<file path="src/rtl/lisa_qspi_arb.sv">
`default_nettype none
// ============================================================================
// Module   : lisa_qspi_arb
// Purpose  : Shares one QSPI pin set (sclk, dq[3:0]) between the SPI flash
//            (CE0) and the SPI PSRAM (CE1). Two requesters (port 0 =
//            instruction fetch, port 1 = data load/store) are arbitrated
//            round-robin. Each grant runs one quad-mode single-byte
//            transaction: command, 24-bit address, dummy cycles (reads only),
//            then one data byte. Both devices are assumed to be in QPI mode.
// Ports    : clk, rst            - clock, synchronous active-high reset
//            req/we/sel/addr/wdata{0,1} - per-port request, direction,
//                                  target (0 flash, 1 PSRAM), address, data
//            ack0/ack1           - one-cycle completion pulse per port
//            rdata               - last read byte (shared by both ports)
//            busy                - transaction in progress
//            ce0_n/ce1_n, sclk, dq_out, dq_oe, dq_in - QSPI pad interface
// Revision : 1.0 - initial release
// ============================================================================
module lisa_qspi_arb #(
  parameter int         DUMMY_FLASH = 6,
  parameter int         DUMMY_PSRAM = 6,
  parameter logic [7:0] CMD_RD      = 8'hEB,
  parameter logic [7:0] CMD_WR      = 8'h38
) (
  input  logic        clk,
  input  logic        rst,
  input  logic        req0,
  input  logic        we0,
  input  logic        sel0,
  input  logic [23:0] addr0,
  input  logic [7:0]  wdata0,
  input  logic        req1,
  input  logic        we1,
  input  logic        sel1,
  input  logic [23:0] addr1,
  input  logic [7:0]  wdata1,
  output logic        ack0,
  output logic        ack1,
  output logic [7:0]  rdata,
  output logic        busy,
  output logic        ce0_n,
  output logic        ce1_n,
  output logic        sclk,
  output logic [3:0]  dq_out,
  output logic [3:0]  dq_oe,
  input  logic [3:0]  dq_in
);

  // --------------------------------------------------------------------------
  // State encoding and phase lengths (counted in clk cycles, last index)
  // --------------------------------------------------------------------------
  localparam logic [2:0] c_idle  = 3'd0;
  localparam logic [2:0] c_cmd   = 3'd1;
  localparam logic [2:0] c_addr  = 3'd2;
  localparam logic [2:0] c_dummy = 3'd3;
  localparam logic [2:0] c_data  = 3'd4;
  localparam logic [2:0] c_done  = 3'd5;

  // Every nibble slot is two clk: phase A (sclk low), phase B (sclk high).
  localparam logic [7:0] c_cmd_last   = 8'd3;   // 2 nibbles
  localparam logic [7:0] c_addr_last  = 8'd11;  // 6 nibbles
  localparam logic [7:0] c_data_last  = 8'd3;   // 2 nibbles
  localparam logic [7:0] c_dflash_last = 8'(2 * DUMMY_FLASH - 1);
  localparam logic [7:0] c_dpsram_last = 8'(2 * DUMMY_PSRAM - 1);
  localparam bit         c_skip_dflash = (DUMMY_FLASH == 0);
  localparam bit         c_skip_dpsram = (DUMMY_PSRAM == 0);

  // --------------------------------------------------------------------------
  // Registers
  // --------------------------------------------------------------------------
  logic [2:0]  state_q, state_d;
  logic [7:0]  cnt_q, cnt_d;            // clk cycles spent in current phase
  logic        last_grant_q, last_grant_d;
  logic        gnt_q, gnt_d;            // port owning the current transaction
  logic        we_q, we_d;
  logic        sel_q, sel_d;
  logic [23:0] addr_q, addr_d;
  logic [7:0]  wdata_q, wdata_d;
  logic [3:0]  rd_hi_q, rd_hi_d;        // high nibble held until the low one arrives
  logic [7:0]  rdata_q, rdata_d;

  // --------------------------------------------------------------------------
  // Combinational helpers
  // --------------------------------------------------------------------------
  logic        w_any_req;
  logic        w_pick;                  // port selected by the arbiter
  logic        w_we, w_sel;
  logic [23:0] w_addr;
  logic [7:0]  w_wdata;
  logic [7:0]  w_cmd;
  logic [7:0]  w_dummy_last;
  logic        w_dummy_skip;
  logic        w_active;                // a chip enable is asserted
  logic [2:0]  w_nib_idx;               // nibble slot within the phase

  assign w_any_req = req0 | req1;
  // With both requesting, the port that did not win last time goes next.
  assign w_pick    = (req0 & req1) ? ~last_grant_q : req1;
  assign w_we      = w_pick ? we1    : we0;
  assign w_sel     = w_pick ? sel1   : sel0;
  assign w_addr    = w_pick ? addr1  : addr0;
  assign w_wdata   = w_pick ? wdata1 : wdata0;

  assign w_cmd        = we_q  ? CMD_WR        : CMD_RD;
  assign w_dummy_last = sel_q ? c_dpsram_last : c_dflash_last;
  assign w_dummy_skip = sel_q ? c_skip_dpsram : c_skip_dflash;
  assign w_nib_idx    = cnt_q[3:1];

  assign w_active = (state_q == c_cmd)   || (state_q == c_addr) ||
                    (state_q == c_dummy) || (state_q == c_data);

  // --------------------------------------------------------------------------
  // State register
  // --------------------------------------------------------------------------
  always_ff @(posedge clk) begin
    if (rst) begin
      state_q      <= c_idle;
      cnt_q        <= 8'd0;
      last_grant_q <= 1'b1;             // port 0 wins the first contention
      gnt_q        <= 1'b0;
      we_q         <= 1'b0;
      sel_q        <= 1'b0;
      addr_q       <= 24'd0;
      wdata_q      <= 8'd0;
      rd_hi_q      <= 4'd0;
      rdata_q      <= 8'd0;
    end else begin
      state_q      <= state_d;
      cnt_q        <= cnt_d;
      last_grant_q <= last_grant_d;
      gnt_q        <= gnt_d;
      we_q         <= we_d;
      sel_q        <= sel_d;
      addr_q       <= addr_d;
      wdata_q      <= wdata_d;
      rd_hi_q      <= rd_hi_d;
      rdata_q      <= rdata_d;
    end
  end

  // --------------------------------------------------------------------------
  // Next-state logic
  // --------------------------------------------------------------------------
  always_comb begin
    state_d      = state_q;
    cnt_d        = cnt_q + 8'd1;
    last_grant_d = last_grant_q;
    gnt_d        = gnt_q;
    we_d         = we_q;
    sel_d        = sel_q;
    addr_d       = addr_q;
    wdata_d      = wdata_q;
    rd_hi_d      = rd_hi_q;
    rdata_d      = rdata_q;

    case (state_q)
      c_idle: begin
        cnt_d = 8'd0;
        if (w_any_req) begin
          // Request fields are captured here only; later changes are ignored.
          gnt_d        = w_pick;
          last_grant_d = w_pick;
          we_d         = w_we;
          sel_d        = w_sel;
          addr_d       = w_addr;
          wdata_d      = w_wdata;
          // The flash is read-only here: a write to it completes immediately
          // without touching the pins.
          if (w_we && !w_sel) begin
            state_d = c_done;
          end else begin
            state_d = c_cmd;
          end
        end
      end

      c_cmd: begin
        if (cnt_q == c_cmd_last) begin
          cnt_d   = 8'd0;
          state_d = c_addr;
        end
      end

      c_addr: begin
        if (cnt_q == c_addr_last) begin
          cnt_d = 8'd0;
          if (we_q || w_dummy_skip) begin
            state_d = c_data;
          end else begin
            state_d = c_dummy;
          end
        end
      end

      c_dummy: begin
        if (cnt_q == w_dummy_last) begin
          cnt_d   = 8'd0;
          state_d = c_data;
        end
      end

      c_data: begin
        // Read nibbles are taken on the edge that ends each phase B.
        if (!we_q && (cnt_q == 8'd1)) begin
          rd_hi_d = dq_in;
        end
        if (cnt_q == c_data_last) begin
          cnt_d   = 8'd0;
          state_d = c_done;
          if (!we_q) begin
            rdata_d = {rd_hi_q, dq_in};
          end
        end
      end

      c_done: begin
        cnt_d   = 8'd0;
        state_d = c_idle;
      end

      default: begin
        cnt_d   = 8'd0;
        state_d = c_idle;
      end
    endcase
  end

  // --------------------------------------------------------------------------
  // Output logic (decoded from the registered state and phase counter)
  // --------------------------------------------------------------------------
  always_comb begin
    ce0_n  = 1'b1;
    ce1_n  = 1'b1;
    sclk   = 1'b0;
    dq_out = 4'h0;
    dq_oe  = 4'h0;
    ack0   = 1'b0;
    ack1   = 1'b0;

    if (w_active) begin
      ce0_n = sel_q;
      ce1_n = ~sel_q;
      sclk  = cnt_q[0];                 // low in phase A, high in phase B
    end

    case (state_q)
      c_cmd: begin
        dq_oe  = 4'hF;
        dq_out = w_nib_idx[0] ? w_cmd[3:0] : w_cmd[7:4];
      end

      c_addr: begin
        dq_oe = 4'hF;
        case (w_nib_idx)
          3'd0:    dq_out = addr_q[23:20];
          3'd1:    dq_out = addr_q[19:16];
          3'd2:    dq_out = addr_q[15:12];
          3'd3:    dq_out = addr_q[11:8];
          3'd4:    dq_out = addr_q[7:4];
          default: dq_out = addr_q[3:0];
        endcase
      end

      c_data: begin
        if (we_q) begin
          dq_oe  = 4'hF;
          dq_out = w_nib_idx[0] ? wdata_q[3:0] : wdata_q[7:4];
        end
      end

      c_done: begin
        ack0 = ~gnt_q;
        ack1 = gnt_q;
      end

      default: begin
      end
    endcase
  end

  assign rdata = rdata_q;
  assign busy  = (state_q != c_idle);

endmodule

`default_nettype wire

</file>
<file path="config.mk">
export PLATFORM = sky130hd
export DESIGN_NAME = lisa_qspi_arb
export DESIGN_NICKNAME = d
export VERILOG_FILES = /design/src/rtl/lisa_qspi_arb.sv
export SDC_FILE = /design/constraint.sdc
export NUM_CORES = 1
export LEC_CHECK = 0
export CORE_MARGIN = 5
export CORE_UTILIZATION = 30
export CTS_BUF_LIST = sky130_fd_sc_hd__clkbuf_16
export DETAILED_ROUTE_END_ITERATION = 10
export PLACE_DENSITY_LB_ADDON = 0.3
export SYNTH_ARGS = -nofsm -noshare
export SYNTH_HDL_FRONTEND = slang
export SYNTH_SLANG_ARGS = --single-unit
export TNS_END_PERCENT = 30
</file>
<file path="constraint.sdc">
create_clock -name clk -period 4.1 [get_ports clk]
set_input_delay 0.82 -clock clk [delete_from_list [all_inputs] [get_ports clk]]
set_output_delay 0.82 -clock clk [all_outputs]
set_load 0.005 [all_outputs]
</file>
; ---- After elaboration in Yosys (flattened, before gate mapping)
; Index checks and enable logic that the tools add are counted.
[word_totals]
wordCells = 80
regBits = 59
in_bits = 76
[op_classes]
n_bitwise = 6
n_reduce_logical = 17
mux = 29
n_eq_ne = 17
addsub = 1
[op_table]
columns = cell, count
row1 = 2-to-1 mux 8 bit, 4
row2 = 2-to-1 mux 24 bit, 1
row3 = 2-to-1 mux 3 bit, 7
row4 = one-hot mux 4 bit (5 select lines), 1
row5 = 2-to-1 mux 4 bit, 4
row6 = one-hot mux 8 bit (2 select lines), 1
row7 = one-hot mux 3 bit (5 select lines), 1
row8 = == test 3 x 2 -> 1 bit (second input constant), 4
row9 = one-hot mux 4 bit (3 select lines), 1
row10 = == test 3 bit (second input constant), 3
row11 = adder 8 x 1 -> 8 bit (second input constant), 1
row12 = == test 8 x 1 -> 1 bit (second input constant), 1
row13 = == test 8 x 2 -> 1 bit (second input constant), 1
row14 = == test 8 x 4 -> 1 bit (second input constant), 1
row15 = 2-to-1 mux 1 bit, 8
row16 = inequality test 2 x 1 -> 1 bit (second input constant), 4
row17 = one-hot mux 4 bit (2 select lines), 1
row18 = == test 3 x 1 -> 1 bit (second input constant), 2
row19 = zero test 3 bit, 2
row20 = OR reduction 2 bit, 3
row21 = AND reduction 5 bit, 1
row22 = NOT 1 bit, 4
row23 = AND reduction 2 bit, 2
row24 = logical OR 1 bit, 3
row25 = other kinds (7), 9

; ---- Depth between registers and ports, before layout
[depth]
depth_word = 8
ltp_mapped = 7
ltp_nobuf = 5

; ---- Least setup slack after synthesis
; No wires, ideal clock.
[synth_path]
path_kind = reg2out
start = register cnt_q[2]
end = output dq_out[0]
t_arrival_ps = 1300
path_slack_ps = 1980
path_stages_with_launch = 6
path_buffers = 1
path_cell_list = dfxtp_1 clkbuf_8 mux2_2 a221oi_1 o22a_1 o221ai_1
[synth_between]
elab_chain_len = 3
elab_cells_between_ends = 7
classes_between = eq/ne: 4 / mux: 2 / reduce/logical: 1
[synth_lines]
columns = item, line_no
row1 = "start, declared", 72  ; logic [7:0] cnt_q, cnt_d;
row2 = "start signal, assigned", 129  ; cnt_q <= cnt_d;
row3 = "== test 3 bit, or another cell as far along", 254  ; case (w_nib_idx)
row4 = one-hot mux 4 bit (5 select lines) (*), 254
row5 = one-hot mux 4 bit (3 select lines) (*), 246  ; case (state_q)
row6 = "end, declared", 44  ; output logic [3:0] dq_out,
; Every way passes the cells marked *; elsewhere a longest branch is shown, timed or not.

; ---- Final worst setup path
[layout_path]
start = register cnt_q[2]
end = output dq_out[2]
; Same word-level chain as after synthesis.

==> qor.log <==
INFO  outcome        run_status=complete, no violations
INFO  clock_tree     clk_pin_slew_worst_setup_hold_paths=50ps
INFO  worst_hold_path worstHoldPathType=flip-flop to flip-flop
INFO  setup_path     cp_top_delay_family=flip-flops
INFO  setup_path     timing.setup.critical_path_class=flip-flop to output pin
INFO  placement      place_ws=997ps
INFO  finish         drive_gt1_share=11.9%
INFO  routing        via_count=2758
INFO  finish         layout.cells.most_common_list=clkdlybuf4s50_1, nor2_1, dfxtp_1
INFO  grt            pin_count_of_the_biggest_net_entering_global_routing=69
INFO  routing        drt_first_pass_iters=4
INFO  synth          syn_warnings=0
INFO  timing         worstMarginPinSlew=826ps
INFO  setup_path     critical_path_cell_list=mux2_2, a221oi_1, o22a_1, o221ai_1, clkdlybuf4s50_1
INFO  setup_path     worstPathArrival=2600ps
INFO  power          ir_drop=298µV
INFO  clock_tree     cts-htree-levels=3
INFO  synth          syn_area_per_cell=9.67µm²
INFO  synth          postSynth.topFlopCell=dfxtp_1
INFO  timing         finClkSkew=7.08ps
INFO  die            floorplan.io_pins=98
INFO  routing        ant_nets=0
INFO  setup_path     timing.critical_path.fanout_max=21
INFO  clock_tree     worst_skew_pair.late_latency=320ps
INFO  power          finalPower=2.56mW
INFO  clock_tree     tritoncts=built
INFO  timing         final.period_utilization=83.4%
INFO  die            row_count=38
INFO  flow_run       cap_viol_max_count=0
INFO  setup_path     critical_path.startpoint_type=flip-flop
INFO  grt            antenna_found_initial=0
INFO  timing         layout_min_cycle_time=3420ps
INFO  setup_path     crit_slowest_cell=dfxtp_1
INFO  setup_path     worst_path_largest_cell_delay=790ps
INFO  routing        wire_per_inst=15.0µm
INFO  timing         unrepaired_setup_endpoints_after_global_routing=no
INFO  timing         hold_violations=0
INFO  power          cell_leakage_power=1.75nW
INFO  grt            grt.total_usage=13.5%
INFO  die            die_outline_area=13300µm²
INFO  synth          postSynthCellCount=343
INFO  routing        drt_drc=0
INFO  clock_tree     max-clock-path-buffers=2
INFO  die            horiz_die_dim=115µm
INFO  synth          ys_ff_latch=59
INFO  clock_tree     ctsResizeCount=0
INFO  setup_path     worst_setup_path_end_kind=output pin
INFO  clock_tree     numCtsBuffers=9
INFO  routing        routed_via_density=4.85
INFO  die            coreArea=10800µm²
INFO  clock_tree     clk_root_buffer_cell=clkbuf_16
INFO  finish         antenna_cells_inserted=0
INFO  grt            grt_first_pass_wirelength=14000µm
INFO  grt            grt-ovfl-total=0
INFO  clock_tree     cts.sinks=59
INFO  synth          synth_cell_type_count=50
INFO  finish         multiInputGateArea=1870µm²
INFO  routing        wl=8560µm
INFO  synth          synthesis.nets=424
INFO  timing         worst_slew_margin_rel=44.8%
INFO  timing         maxClockFrequency=292MHz
INFO  timing         post_route_setup_slack=680ps
INFO  timing         slew_viol_final=0
INFO  placement      dp_hpwl=6380µm
INFO  synth          syn_area=3320µm²
INFO  setup_path     cp_num_buf_inv=1
INFO  finish         final_net_count=505
INFO  synth          edff_count_synth=0
INFO  synth          ys_seq_area_share=35.6%
INFO  die            floorplan.initialDensity=30.6%
INFO  routing        detail_route.iter0.violations=104
INFO  timing         final-setup-viol-count=0
INFO  finish         number_of_filler_instances_in_the_final_layout=1067
INFO  placement      gp_congestion=0.830
INFO  setup_path     timing.critical_path.required=3280ps
INFO  clock_tree     hold_buffers=0
INFO  die            die-height=115µm
INFO  grt            number_of_global_route_vias_before_repair=2817
INFO  finish         synthToLayoutAreaGrowth=37.4%
INFO  clock_tree     postCtsSetupBuffers=0
INFO  synth          share_of_flip_flops_with_an_asynchronous_set_or_reset=0%
INFO  timing         totalNegativeSetupSlack=0ps
INFO  placement      io_buffer_count=97
INFO  finish         seq_area=1180µm²
INFO  finish         layout.cells.most_common=clkdlybuf4s50_1
INFO  power          power.density=561nW/µm²
==> registers in the layout (all words and copies together) (netlist names) <==
| signal | cells |
|---|---|
| we_q | 1 |
| sel_q | 1 |
| rdata | 8 |
| gnt_q | 1 |
| last_grant_q | 1 |
| state_q | 3 |
| cnt_q | 8 |
| addr_q | 24 |
| rd_hi_q | 4 |
| wdata_q | 8 |
==> cells by family after synthesis <==
logic type,after synthesis,share of synthesized area [%]
multiplexers,57,18.1
flip-flops,59,35.6
adder cells (fa/ha/maj),5,1.89
buffers and inverters,35,8.30
XOR/XNOR,6,1.58
AND/OR/NAND/NOR,113,16.6
AO/OA/AOI/OAI,68,18.0
==> cells in the mapped netlist (all sizes together) (3+ instances only) <==
| library cell | count | share of area [%] |
|---|---|---|
| xor2 | 3 | 0.79 |
| xnor2 | 3 | 0.79 |
| a221oi | 3 | 0.79 |
| nor2 | 69 | 7.8 |
| buf | 19 | 4.6 |
| o211ai | 3 | 0.68 |
| a21oi | 3 | 0.45 |
| and2 | 3 | 0.60 |
| mux2 | 3 | 1.0 |
| nand3 | 4 | 0.60 |
| o21ai | 7 | 1.1 |
| nand4 | 3 | 0.75 |
| ha | 5 | 1.9 |
| o221ai | 4 | 1.1 |
| clkbuf | 12 | 3.2 |
| dfxtp | 59 | 36 |
| nor2b | 5 | 0.94 |
| nand2b | 3 | 0.57 |
| inv | 4 | 0.45 |
| and3 | 4 | 0.75 |
| mux2i | 52 | 16 |
| a211oi | 36 | 11 |
| nand2 | 12 | 1.4 |
==> routing by layer <==
metal | wire [µm] | vias up | GRT usage (%)
li1 | - | 1400 | -
met1 | 3860 | 1286 | 17.1
met2 | 4130 | 60 | 21.6
met3 | 373 | 12 | 3.26
met4 | 201 | 0 | 6.49
met5 | 0 | - | 0
==> power by group <==
part / leakage [nW] / switching (mW) / total (mW) / internal (mW)
Clock: 0.151 / 0.265 / 0.794 / 0.529
Combinational: 1.12 / 0.446 / 0.896 / 0.450
Sequential: 0.485 / 0.150 / 0.868 / 0.717
Total: 1.75 / 0.861 / 2.56 / 1.70
==> per-stage QoR <==
step | hold WS [ps] | cells | cell area (µm²) | utilization, %
finish | 492 | 569 | 4560 | 42.0
global route | 510 | 569 | 4560 | 42.0
CTS | 489 | 569 | 4560 | 42.0
detailed placement | 478 | 553 | 4240 | 39.1
global placement | 467 | 553 | 4240 | 39.1
floorplan | 437 | 343 | 3320 | -
==> worst paths after layout <==
check,start,end,slack [ps],cells past startpoint
max,cnt_q[2]$_SDFF_PP0_,dq_out[2],680,5
min reg2reg,cnt_q[0]$_SDFF_PP0_,cnt_q[0]$_SDFF_PP0_,490,1
min,cnt_q[0]$_SDFF_PP0_,cnt_q[0]$_SDFF_PP0_,490,1
max reg2reg,state_q[1]$_SDFFE_PP0P_,wdata_q[1]$_SDFFE_PP0P_,1930,5
==> area by class of cell <==
class	instances	share of cell area, %
Multi-Input combinational cell	249	41.1
Sequential cell	59	25.9
Timing Repair Buffer	101	21.9
Clock buffer	9	4.94
Tap cell	140	3.84
Clock inverter	7	2.00
Inverter	4	0.329
No activity file was read; power rests on OpenSTA's default activity.
